File: config.mk
export PLATFORM = sky130hd
export DESIGN_NAME = param_password_lock
export DESIGN_NICKNAME = d
export VERILOG_FILES = /design/src/rtl/param_password_lock.sv
export SDC_FILE = /design/constraint.sdc
export NUM_CORES = 1
export LEC_CHECK = 0
export CORE_ASPECT_RATIO = 0.8
export CORE_MARGIN = 8
export CORE_UTILIZATION = 35
export DETAILED_ROUTE_END_ITERATION = 8
export SYNTH_ARGS = -nofsm -noshare
export SYNTH_HDL_FRONTEND = slang
export SYNTH_SLANG_ARGS = --single-unit
File: constraint.sdc
create_clock -name CLK -period 2.53 [get_ports CLK]
set_input_delay 0.759 -clock CLK [delete_from_list [all_inputs] [get_ports CLK]]
set_output_delay 0.759 -clock CLK [all_outputs]
set_load 0.02 [all_outputs]
File: src/rtl/param_password_lock.sv
// Parameterised digit-sequence lock: programmable password, error counting and lockdown.
// Define ADMIN_UNLOCK_EN to let the ADMIN_CODE sequence release lockdown without a reset.
module param_password_lock #(
    parameter int unsigned                 DIGIT_W    = 4,
    parameter int unsigned                 PW_LEN     = 4,
    parameter int unsigned                 MAX_ERR    = 3,
    parameter logic [PW_LEN*DIGIT_W-1:0]   ADMIN_CODE = 16'h0129
) (
    input  logic                           CLK,
    input  logic                           RST,
    input  logic [DIGIT_W-1:0]             digit,
    input  logic                           digitValid,
    input  logic                           setMode,
    input  logic                           clear,
    output logic                           unlockLight,
    output logic                           errorLight,
    output logic                           warningLight,
    output logic [$clog2(MAX_ERR+1)-1:0]   errCount,
    output logic [2:0]                     dbgState
);

    localparam int unsigned IDX_W = $clog2(PW_LEN);
    localparam int unsigned ERR_W = $clog2(MAX_ERR + 1);
    localparam logic [IDX_W-1:0] LAST_IDX = IDX_W'(PW_LEN - 1);
    localparam logic [ERR_W-1:0] MAX_CNT  = ERR_W'(MAX_ERR);

    if (PW_LEN < 2 || PW_LEN > 16) begin : gBadPwLen
        $error("param_password_lock: PW_LEN must be within 2..16");
    end
    if (MAX_ERR < 1) begin : gBadMaxErr
        $error("param_password_lock: MAX_ERR must be at least 1");
    end
    if ($bits(ADMIN_CODE) != PW_LEN * DIGIT_W) begin : gBadAdmin
        $error("param_password_lock: ADMIN_CODE width must be PW_LEN*DIGIT_W");
    end

    typedef enum logic [2:0] {
        IDLE     = 3'd0,
        ENTER    = 3'd1,
        UNLOCKED = 3'd2,
        ERROR    = 3'd3,
        LOCKDOWN = 3'd4,
        SET      = 3'd5
    } state_t;

    state_t             state, stateNext;
    logic [IDX_W-1:0]   idx, idxNext;
    logic               mismatch, mismatchNext;
    logic               unlockNext, errorNext, warningNext;
    logic [ERR_W-1:0]   errNext, errInc;
    logic               digitBad;
    logic               shadowWr, commit;

    logic [DIGIT_W-1:0] password [PW_LEN];
    logic [DIGIT_W-1:0] shadow   [PW_LEN];

`ifdef ADMIN_UNLOCK_EN
    logic [IDX_W-1:0]   adminIdx, adminIdxNext;

    function automatic logic [DIGIT_W-1:0] adminDigit(input logic [IDX_W-1:0] i);
        return ADMIN_CODE[(PW_LEN - 1 - 32'(i)) * DIGIT_W +: DIGIT_W];
    endfunction
`endif

    assign dbgState = state;

    always_comb begin
        stateNext    = state;
        idxNext      = idx;
        mismatchNext = mismatch;
        unlockNext   = unlockLight;
        errorNext    = errorLight;
        warningNext  = warningLight;
        errNext      = errCount;
        shadowWr     = 1'b0;
        commit       = 1'b0;
        digitBad     = mismatch | (digit != password[idx]);
        errInc       = errCount + ERR_W'(1);
`ifdef ADMIN_UNLOCK_EN
        adminIdxNext = adminIdx;
`endif
        unique case (state)
            IDLE, UNLOCKED, ERROR: begin
                if (state == UNLOCKED && setMode && !digitValid) begin
                    stateNext  = SET;
                    idxNext    = '0;
                    unlockNext = 1'b0;
                end else if (digitValid && !clear) begin
                    stateNext    = ENTER;
                    idxNext      = IDX_W'(1);
                    mismatchNext = (digit != password[0]);
                    unlockNext   = 1'b0;
                    errorNext    = 1'b0;
                end
            end
            ENTER: begin
                if (clear) begin
                    stateNext    = IDLE;
                    idxNext      = '0;
                    mismatchNext = 1'b0;
                end else if (digitValid) begin
                    if (idx == LAST_IDX) begin
                        idxNext      = '0;
                        mismatchNext = 1'b0;
                        if (!digitBad) begin
                            stateNext  = UNLOCKED;
                            unlockNext = 1'b1;
                            errNext    = '0;
                        end else begin
                            errNext = errInc;
                            if (errInc == MAX_CNT) begin
                                stateNext   = LOCKDOWN;
                                warningNext = 1'b1;
                            end else begin
                                stateNext = ERROR;
                                errorNext = 1'b1;
                            end
                        end
                    end else begin
                        idxNext      = idx + IDX_W'(1);
                        mismatchNext = digitBad;
                    end
                end
            end
            SET: begin
                // Abort (clear or setMode released) outranks a digit arriving in the same cycle.
                if (clear || !setMode) begin
                    stateNext = IDLE;
                    idxNext   = '0;
                end else if (digitValid) begin
                    shadowWr = 1'b1;
                    if (idx == LAST_IDX) begin
                        commit    = 1'b1;
                        stateNext = IDLE;
                        idxNext   = '0;
                    end else begin
                        idxNext = idx + IDX_W'(1);
                    end
                end
            end
            LOCKDOWN: begin
                warningNext = 1'b1;
                unlockNext  = 1'b0;
                errorNext   = 1'b0;
                errNext     = MAX_CNT;
`ifdef ADMIN_UNLOCK_EN
                if (clear) begin
                    adminIdxNext = '0;
                end else if (digitValid) begin
                    if (digit == adminDigit(adminIdx)) begin
                        if (adminIdx == LAST_IDX) begin
                            stateNext    = IDLE;
                            adminIdxNext = '0;
                            warningNext  = 1'b0;
                            errNext      = '0;
                        end else begin
                            adminIdxNext = adminIdx + IDX_W'(1);
                        end
                    end else begin
                        // A broken match restarts with this digit treated as the first admin digit.
                        adminIdxNext = (digit == adminDigit('0)) ? IDX_W'(1) : '0;
                    end
                end
`endif
            end
            default: stateNext = IDLE;
        endcase
    end

    always_ff @(posedge CLK or posedge RST) begin
        if (RST) begin
            state        <= IDLE;
            idx          <= '0;
            mismatch     <= 1'b0;
            unlockLight  <= 1'b0;
            errorLight   <= 1'b0;
            warningLight <= 1'b0;
            errCount     <= '0;
            for (int unsigned i = 0; i < PW_LEN; i++) begin
                password[i] <= '0;
                shadow[i]   <= '0;
            end
        end else begin
            state        <= stateNext;
            idx          <= idxNext;
            mismatch     <= mismatchNext;
            unlockLight  <= unlockNext;
            errorLight   <= errorNext;
            warningLight <= warningNext;
            errCount     <= errNext;
            if (shadowWr) begin
                shadow[idx] <= digit;
            end
            // The final digit goes straight into the password alongside the earlier shadow digits.
            if (commit) begin
                for (int unsigned i = 0; i < PW_LEN; i++) begin
                    password[i] <= (IDX_W'(i) == idx) ? digit : shadow[i];
                end
            end
        end
    end

`ifdef ADMIN_UNLOCK_EN
    always_ff @(posedge CLK or posedge RST) begin
        if (RST) begin
            adminIdx <= '0;
        end else begin
            adminIdx <= adminIdxNext;
        end
    end
`endif

endmodule

Word-level counts from Yosys, hierarchy flattened
Cells that the tools add are included.

Magnitude comparators: 2. Reduce and logical (&&, ||, !) cells: 22. Equal/unequal tests: 26. Add/subtract/negate cells: 2. Bitwise logic cells: 3. Multiplexer cells: 66.

Operators with widths (count): 3-bit two-way mux (10); 1-bit two-way mux (29); 4-bit two-way mux (7); 2-bit two-way mux (10); 2-bit inequality test (second input constant) (9); 6-bit AND reduction (3); 16-bit bitwise mux (1); 3-bit inequality test (second input constant) (5); 3-bit one-hot mux with 4 select lines (1); 4-bit binary-select mux with 2-bit select (1); 4-bit demux with 2-bit select (1); 4-bit inequality test (2); 4-bit AND reduction (2); 8-bit AND reduction (1); 3-bit by 2-bit equality test with 1-bit output (second input constant) (2); 3-bit equality test (second input constant) (2); 1-bit one-hot mux with 3 select lines (2); 2-bit one-hot mux with 3 select lines (1); 3-bit nonzero test (2); 2-bit by 1-bit adder with 2-bit output (second input constant) (2); 2-bit equality test (first input constant) (2); 2-bit equality test (second input constant) (2); 1-bit logical AND (4); 1-bit one-hot mux with 2 select lines (2); 15 further kinds (18).

Input bits: 9. Output and inout bits: 8. Bits in registers: 43. Logic and storage cells: 136.

Depth between registers and ports, before layout
Gate-level depths: netlist of the first run.

Depth after elaboration: 11. Mapped depth: 7. Gate-level depth less buffers: 5.

Worst setup path after synthesis of the first run
OpenSTA, ideal clock, no wires.

Path type: input -> register. From: in clear. To: reg password[0] (netlist bit). Cell stages on the path: 5. Path buffers: 2. Data required time: 2402 ps. Data arrival time: 1960 ps. Path slack: 442 ps. Setup time: 128 ps. Path through: nand2b_1 > or4_1 > clkbuf_1 > buf_2 > mux2_1.

Longest elaborated chain between the ends: 3.

Ends and longest elaborated chain: from (decl) (RTL line 14) `input logic clear,`; 1-bit logical OR (RTL line 127) `if (clear || !setMode) begin`; 1-bit two-way mux (RTL line 127); 1-bit two-way mux (RTL line 82) `unique case (state)`; to (signal, indexed assignment) (RTL line 197) `password[i] <= (IDX_W'(i) == idx) ? digit : shadow[i];`; to (decl) (RTL line 54) `logic [DIGIT_W-1:0] password [PW_LEN];`.

No other way between the ends. A chain may end at the register's enable or synchronous reset.

Worst setup path after layout of the first run
From: reg state[2] (netlist: dbgState[2]). To: out dbgState[2].

RTL lines: from (decl) (RTL line 46) `state_t state, stateNext;`; from (signal assigned) (RTL line 184) `state <= stateNext;`; to (decl) (RTL line 19) `output logic [2:0] dbgState`.

No word-level cell between the ends.

==> metrics.md, run 1 <==
| Metric | Value |
|---|---|
| Area growth, synth to finish | `20.4%` |
| Post_cts resized | `0` |
| Worst path bufs/invs | `1` |
| Synthesis Warnings | `0` |
| Fin crit share | `0.931` |
| Count leader, synth | `dfrtp_1` |
| Sequential-to-total area share from yosys stat | `0.453` |
| Synth Instances | `a little over 200` |
| Post-Syn Nets | `216` |
| Cell Area, Synth | `between 2000 and 2500 sq um` |
| Cell row count | `25` |
| Cts hold-fix bufs | `0` |
| Critical path peak fanout | `16` |
| Critical R2R Launch | `idx[0]$_DFFE_PP0P_` |
| Yosys top cell area share | `0.453` |
| Crit path launch | `dbgState[2]$_DFFE_PP0P_` |
| Vias in the first global route | `1525` |
| Setup Viol. Count Final | `0` |
| CP Data Required Time | `1770 ps` |
| Final hold vios | `0` |
| Die area | `8940 sq um` |
| Worst-skew pair later-pin latency | `290 ps` |
| Layout Nets | `241` |
| Area leader, netlist | `dfrtp_1` |
| # Max-Cap Violations | `0` |
| DP HPWL | `3.49 mm` |
| Post-CTS Setup Bufs | `0` |
| H-tree levels | `2` |
| Post-synth EDFFs | `0` |
| Routed len/inst | `15.5 microns` |
| R2R Setup Slk | `240 ps` |
| CTS tree | `yes` |
| CTS Root Cell | `clkbuf_8` |
| Die Wd | `104 microns` |
| CP cell instances | `clkdlybuf4s50_1` |
| Pwr dens | `just over 800 nW/um^2` |
| Rel. slew slack | `0.621` |
| Max Buffers Root-to-Sink | `2` |
| Hold_ws | `476 ps` |
| Post-synth ARST share | `1.00` |
| IO Count | `17` |
| Initial DRC count | `76` |
| Vias/cell | `5.06` |
| Core area | `5940 sq um` |
| Leak | `about 1.2 nW` |
| Initial Util | `0.363` |
| Synth Register Bits | `39` |
| DRT Pass-1 Iters | `4` |
| Final min period | `2350 ps` |
| WS Path Type | `reg -> out` |
| Total wire length | `4.79 mm` |
| # diodes | `0` |
| Worst slew pin tran | `554 ps` |
| RSZ-0062 raised after global routing | `no` |
| Path depth of the worst reg2reg path | `5` |
| Setup TNS | `0 ps` |
| Port Buffer Count | `16` |
| GRT Overall Usage | `0.113` |
| Hold path cells | `2` |
| WP data arrival | `1600 ps` |
| Total CTS buffers | `5` |
| CP top delay family | `buffers and inverters` |
| VDD IR max | `0.413 mV` |
| CTS clk-pin slew, worst paths | `80 ps` |
| Clock sinks | `39` |
| Post-synthesis area per instance | `between 10 and 15 sq um` |
| Global placer's final weighted congestion | `0.840` |
| Synth cell types | `between 40 and 50` |
| Worst Hold End | `password[8]$_DFFE_PP0P_` |
| Element type at the critical path end | `output port` |
| Top cells by area, synth | `dfrtp_1 (45%), mux2i_1 (7.4%), mux2_2 (6.8%)` |
| Dominant synthesized flop cell | `dfrtp_1` |
| DRC | `0` |
| Share of cells above drive strength 1 | `0.189` |
| Die Ht | `86.2 microns` |
| Slowest Stage Delay on Critical Path | `690 ps` |
| R2R Path End | `dbgState[1]$_DFFE_PP0P_` |
| First-pass GRT wire length | `7.98 mm` |
| Commonest cells post-synth | `dfrtp_1 (39), o21ai_0 (22), nand2_1 (21), mux2i_1 (16), mux2_2 (13)` |
| Hold Startpoint | `password[8]$_DFFE_PP0P_` |
| Setup Skew | `4.26 ps` |
| Max Fclk | `between 0.4 and 0.5 GHz` |
| HP Class | `reg -> reg` |
| Initial antenna violation count | `0` |
| Critical Path Source Type | `register` |
| Status | `completed` |
| Grt total ovfl | `0` |
| Largest net degree at the start of global routing | `40` |
| Via Count | `1562` |
| Max-slew violations | `0` |
| Slowest CP cell | `clkdlybuf4s50_1` |
| Detail Route Antenna Nets | `0` |
[per-stage QoR]
| step | total power, mW | instances | utilization | area (sq um) | setup WS, ps |
|---|---|---|---|---|---|
| floorplan | 1.38 | 202 | - | 2150 | 442 |
| global placement | 1.61 | 301 | 0.417 | 2480 | 6.75 |
| detailed placement | 1.61 | 301 | 0.417 | 2480 | -9.93 |
| CTS | 2.16 | 309 | 0.437 | 2590 | 170 |
| global route | 2.28 | 309 | 0.437 | 2590 | 106 |
| finish | 2.13 | 309 | 0.437 | 2590 | 176 |
[state kept, by name, summed over array words and instances (netlist names)]
name          count
shadow           12
dbgState          3
password         16
warningLight      1
unlockLight       1
errorLight        1
errCount          2
idx               2
mismatch          1
[where the power goes]
group          switching (mW)  internal, mW  total (mW)
registers               0.146         0.731       0.876
logic                   0.365         0.354       0.720
clock network           0.219         0.319       0.538
total                   0.730          1.40        2.13
[how the worst max path moves through the flow]
stage,end,slack (ps),cells past startpoint
after floorplan,password[0]$_DFFE_PP0P_,440,5
after global placement,password[3]$_DFFE_PP0P_,7,5
after detailed placement,password[3]$_DFFE_PP0P_,-10,5
after CTS,dbgState[2],170,1
after global routing,dbgState[1]$_DFFE_PP0P_,110,5
final,dbgState[2],180,1
[cells in the final DEF (no fill, tap or decap), types with 2 or more instances in the layout]
cell type        instances
xor2_1                   3
nand4_1                  3
nand3_1                  2
mux2i_1                 16
nor2b_1                  3
clkdlybuf4s50_1         16
nand2b_1                 3
mux2_1                   3
nor2_1                   4
o31ai_1                  2
buf_4                   17
ha_1                     5
a221oi_1                 2
dfrtp_1                 39
mux4_2                   2
clkbuf_8                 6
o211ai_1                 2
or4_1                    2
nand2_1                 21
o21ai_0                 22
inv_1                    8
a21oi_1                  6
mux2_2                  13
nor3b_1                  3
nor3_1                   4
xnor2_1                  4
[kinds of logic (layout without fill, tap and decap cells)]
kind of cell | Yosys count | after routing | share of synthesized area
AO/OA/AOI/OAI | 41 | 41 | 0.125
XOR/XNOR | 7 | 7 | 0.0285
adder cells (fa/ha/maj) | 5 | 5 | 0.0290
buffers and inverters | 23 | 49 | 0.0447
flip-flops | 39 | 39 | 0.453
multiplexers | 35 | 35 | 0.191
AND/OR/NAND/NOR | 52 | 52 | 0.129
[layer usage]
metal  wire length [microns]  vias to the layer above  share of wire  global-route usage
met4                      46                        0         0.0096              0.0315
met1                    2390                      757           0.50               0.154
met2                    2120                       26           0.44               0.169
li1                        -                      773              -                   -
met3                     241                        6          0.050              0.0326
met5                       0                        -              0                   0
[cell type report]
cell class	instances	area, sq um
fillers	589	3350
flip-flops and latches	39	976
inverters	8	30.0
clock buffers	6	82.6
repair buffers	33	288
multi-input cells	140	1080
well taps	81	101
clock inverters	2	35.0
(Power assumes the default switching activity.)
==> run 2: changes to the inputs <==
- REMOVE_ABC_BUFFERS: unset -> 1
==> metrics.md, run 2 (synthesized netlist as in run 1, its figures left out) <==
| Metric | Value |
|---|---|
| Status | `completed` |
| Setup TNS | `0 ps` |
| Port Buffer Count | `16` |
| Filler cell count | `566` |
| Total CTS buffers | `5` |
| Worst slew pin tran | `497 ps` |
| CTS tree | `yes` |
| Layout Nets | `245` |
| Final hold vios | `0` |
| Max-slew violations | `0` |
| Share of cells above drive strength 1 | `0.203` |
| Most frequent cells in the layout | `dfrtp_1 (39), o21ai_0 (22), nand2_1 (21), buf_4 (21)` |
| Largest net degree at the start of global routing | `40` |
| Slowest CP cell | `clkdlybuf4s50_1` |
| CTS clk-pin slew, worst paths | `70 ps` |
| Slowest Stage Delay on Critical Path | `680 ps` |
| Cell row count | `25` |
| IO Count | `17` |
| Initial antenna violation count | `0` |
| WS Path Type | `reg -> out` |
| Most common cell after layout, fill and taps aside | `dfrtp_1` |
| WP data arrival | `1480 ps` |
| # Max-Cap Violations | `0` |
| Pwr dens | `799 nW/um^2` |
| Worst Hold End | `warningLight$_DFFE_PP0P_` |
| DRC | `0` |
| Critical R2R Launch | `idx[0]$_DFFE_PP0P_` |
| Total wire length | `4.73 mm` |
| Area growth, synth to finish | `21.2%` |
| Routed len/inst | `roughly 15 microns` |
| R2R Path End | `errorLight$_DFFE_PP0P_` |
| # diodes | `0` |
| Worst path bufs/invs | `1` |
| Die area | `8940 sq um` |
| Initial DRC count | `90` |
| Setup Viol. Count Final | `0` |
| Worst-skew pair later-pin latency | `300 ps` |
| Core area | `5940 sq um` |
| HP Class | `reg -> reg` |
| Clock sinks | `39` |
| Setup Skew | `8.48 ps` |
| Die Wd | `~100 microns` |
| Post-CTS Setup Bufs | `0` |
| Critical Path Source Type | `register` |
| First-pass GRT wire length | `around 8.1 mm` |
| Power, Total | `2.09 mW` |
| Detail Route Antenna Nets | `0` |
| Final setup margin | `about 290 ps` |
| Max Fclk | `0.446 GHz` |
| Global placer's final weighted congestion | `0.771` |
| RSZ-0062 raised after global routing | `no` |
| Vias/cell | `~5.1` |
| Fin crit share | `0.886` |
| Leak | `around 1.2 nW` |
| Reg with most FFs | `password` |
| Critical path peak fanout | `10` |
| DP HPWL | `about 3.5 mm` |
| Via Count | `1599` |
| Element type at the critical path end | `output port` |
| Placed Area | `2510 sq um` |
| Vias in the first global route | `about 1600` |
| Post_cts resized | `0` |
| Cts hold-fix bufs | `0` |
| DRT Pass-1 Iters | `4` |
| Final min period | `2240 ps` |
| CTS Root Cell | `clkbuf_8` |
| Initial Util | `0.363` |
| Hold Startpoint | `warningLight$_DFFE_PP0P_` |
| CP top delay family | `buffers and inverters` |
| R2R Setup Slk | `approximately 420 ps` |
| Max FFs per register | `16` |
| CP cell instances | `clkdlybuf4s50_1` |
| Max Buffers Root-to-Sink | `2` |
| Hold path cells | `2` |
| Design Area, Final | `2610 sq um` |
| Rel. slew slack | `0.660` |
| CP Data Required Time | `~1800 ps` |
| Die Ht | `86.2 microns` |
| Grt total ovfl | `0` |
| Path depth of the worst reg2reg path | `5` |
| GRT Overall Usage | `0.113` |
| VDD IR max | `0.283 mV` |
| Worst slack, placed | `-14.7 ps` |
| H-tree levels | `2` |
==> run 2: changes by cell type in the layout (fill, tap and decap cells not counted) <==
cell | before | now
bufinv_16 | 1 | 0
buf_4 | 17 | 21
clkinvlp_4 | 0 | 1
clkbuf_8 | 6 | 7
clkinv_2 | 1 | 0
==> run 2: per-stage QoR <==
step / utilization / std cells / hold slack, ps
CTS: 0.439 / 313 / 495
floorplan: - / 187 / 442
finish: 0.439 / 313 / 493
global placement: 0.422 / 305 / 465
detailed placement: 0.422 / 305 / 478
global route: 0.439 / 313 / 519
==> run 2: worst register-to-register path: stages, from the launching register on <==
cell and delay [ps]:
dfrtp_1 540, mux4_2 560, xor2_1 180, a2111oi_4 410, buf_4 200, a221oi_1 80
==> run 2: report_power, final <==
group	internal [mW]	switching [mW]	leakage, nW	total (mW)
sequential	0.731	0.121	0.519	0.852
clock	0.248	0.221	0.0505	0.469
combinational	0.375	0.389	0.591	0.764
==> run 2: per-layer routing <==
layer	share of wire	up-vias	track usage	wire, microns
met5	0	-	0	0
met4	0.010	0	0.0315	49
met3	0.058	6	0.0356	276
met2	0.41	38	0.156	1930
met1	0.52	777	0.163	2470
li1	-	778	-	-
==> run 2: cell type report <==
cell class | instances | area [sq um] | area share
Clock inverter | 1 | 7.51 | 0.00287
Clock buffer | 7 | 96.3 | 0.0369
Sequential cell | 39 | 976 | 0.374
Tap cell | 81 | 101 | 0.0388
Inverter | 8 | 30.0 | 0.0115
Multi-Input combinational cell | 140 | 1080 | 0.414
Timing Repair Buffer | 37 | 318 | 0.122
==> run 2: worst max-delay path by stage <==
stage	from	endpoint	slack [ps]	depth (start not counted)
6_report	dbgState[1]$_DFFE_PP0P_	dbgState[1]	290	1
5_1_grt	dbgState[1]$_DFFE_PP0P_	dbgState[1]	220	1
4_1_cts	dbgState[1]$_DFFE_PP0P_	dbgState[1]	280	1
3_5_place_dp	digit[3]	errorLight$_DFFE_PP0P_	-10	6
3_3_place_gp	setMode	password[0]$_DFFE_PP0P_	50	5
2_1_floorplan	clear	password[0]$_DFFE_PP0P_	290	3
==> run 3: changes to the inputs <==
- SKIP_LAST_GASP: unset -> 1
==> results of run 3 <==
The final DEF is identical to that of run 2; final timing and power are the same.
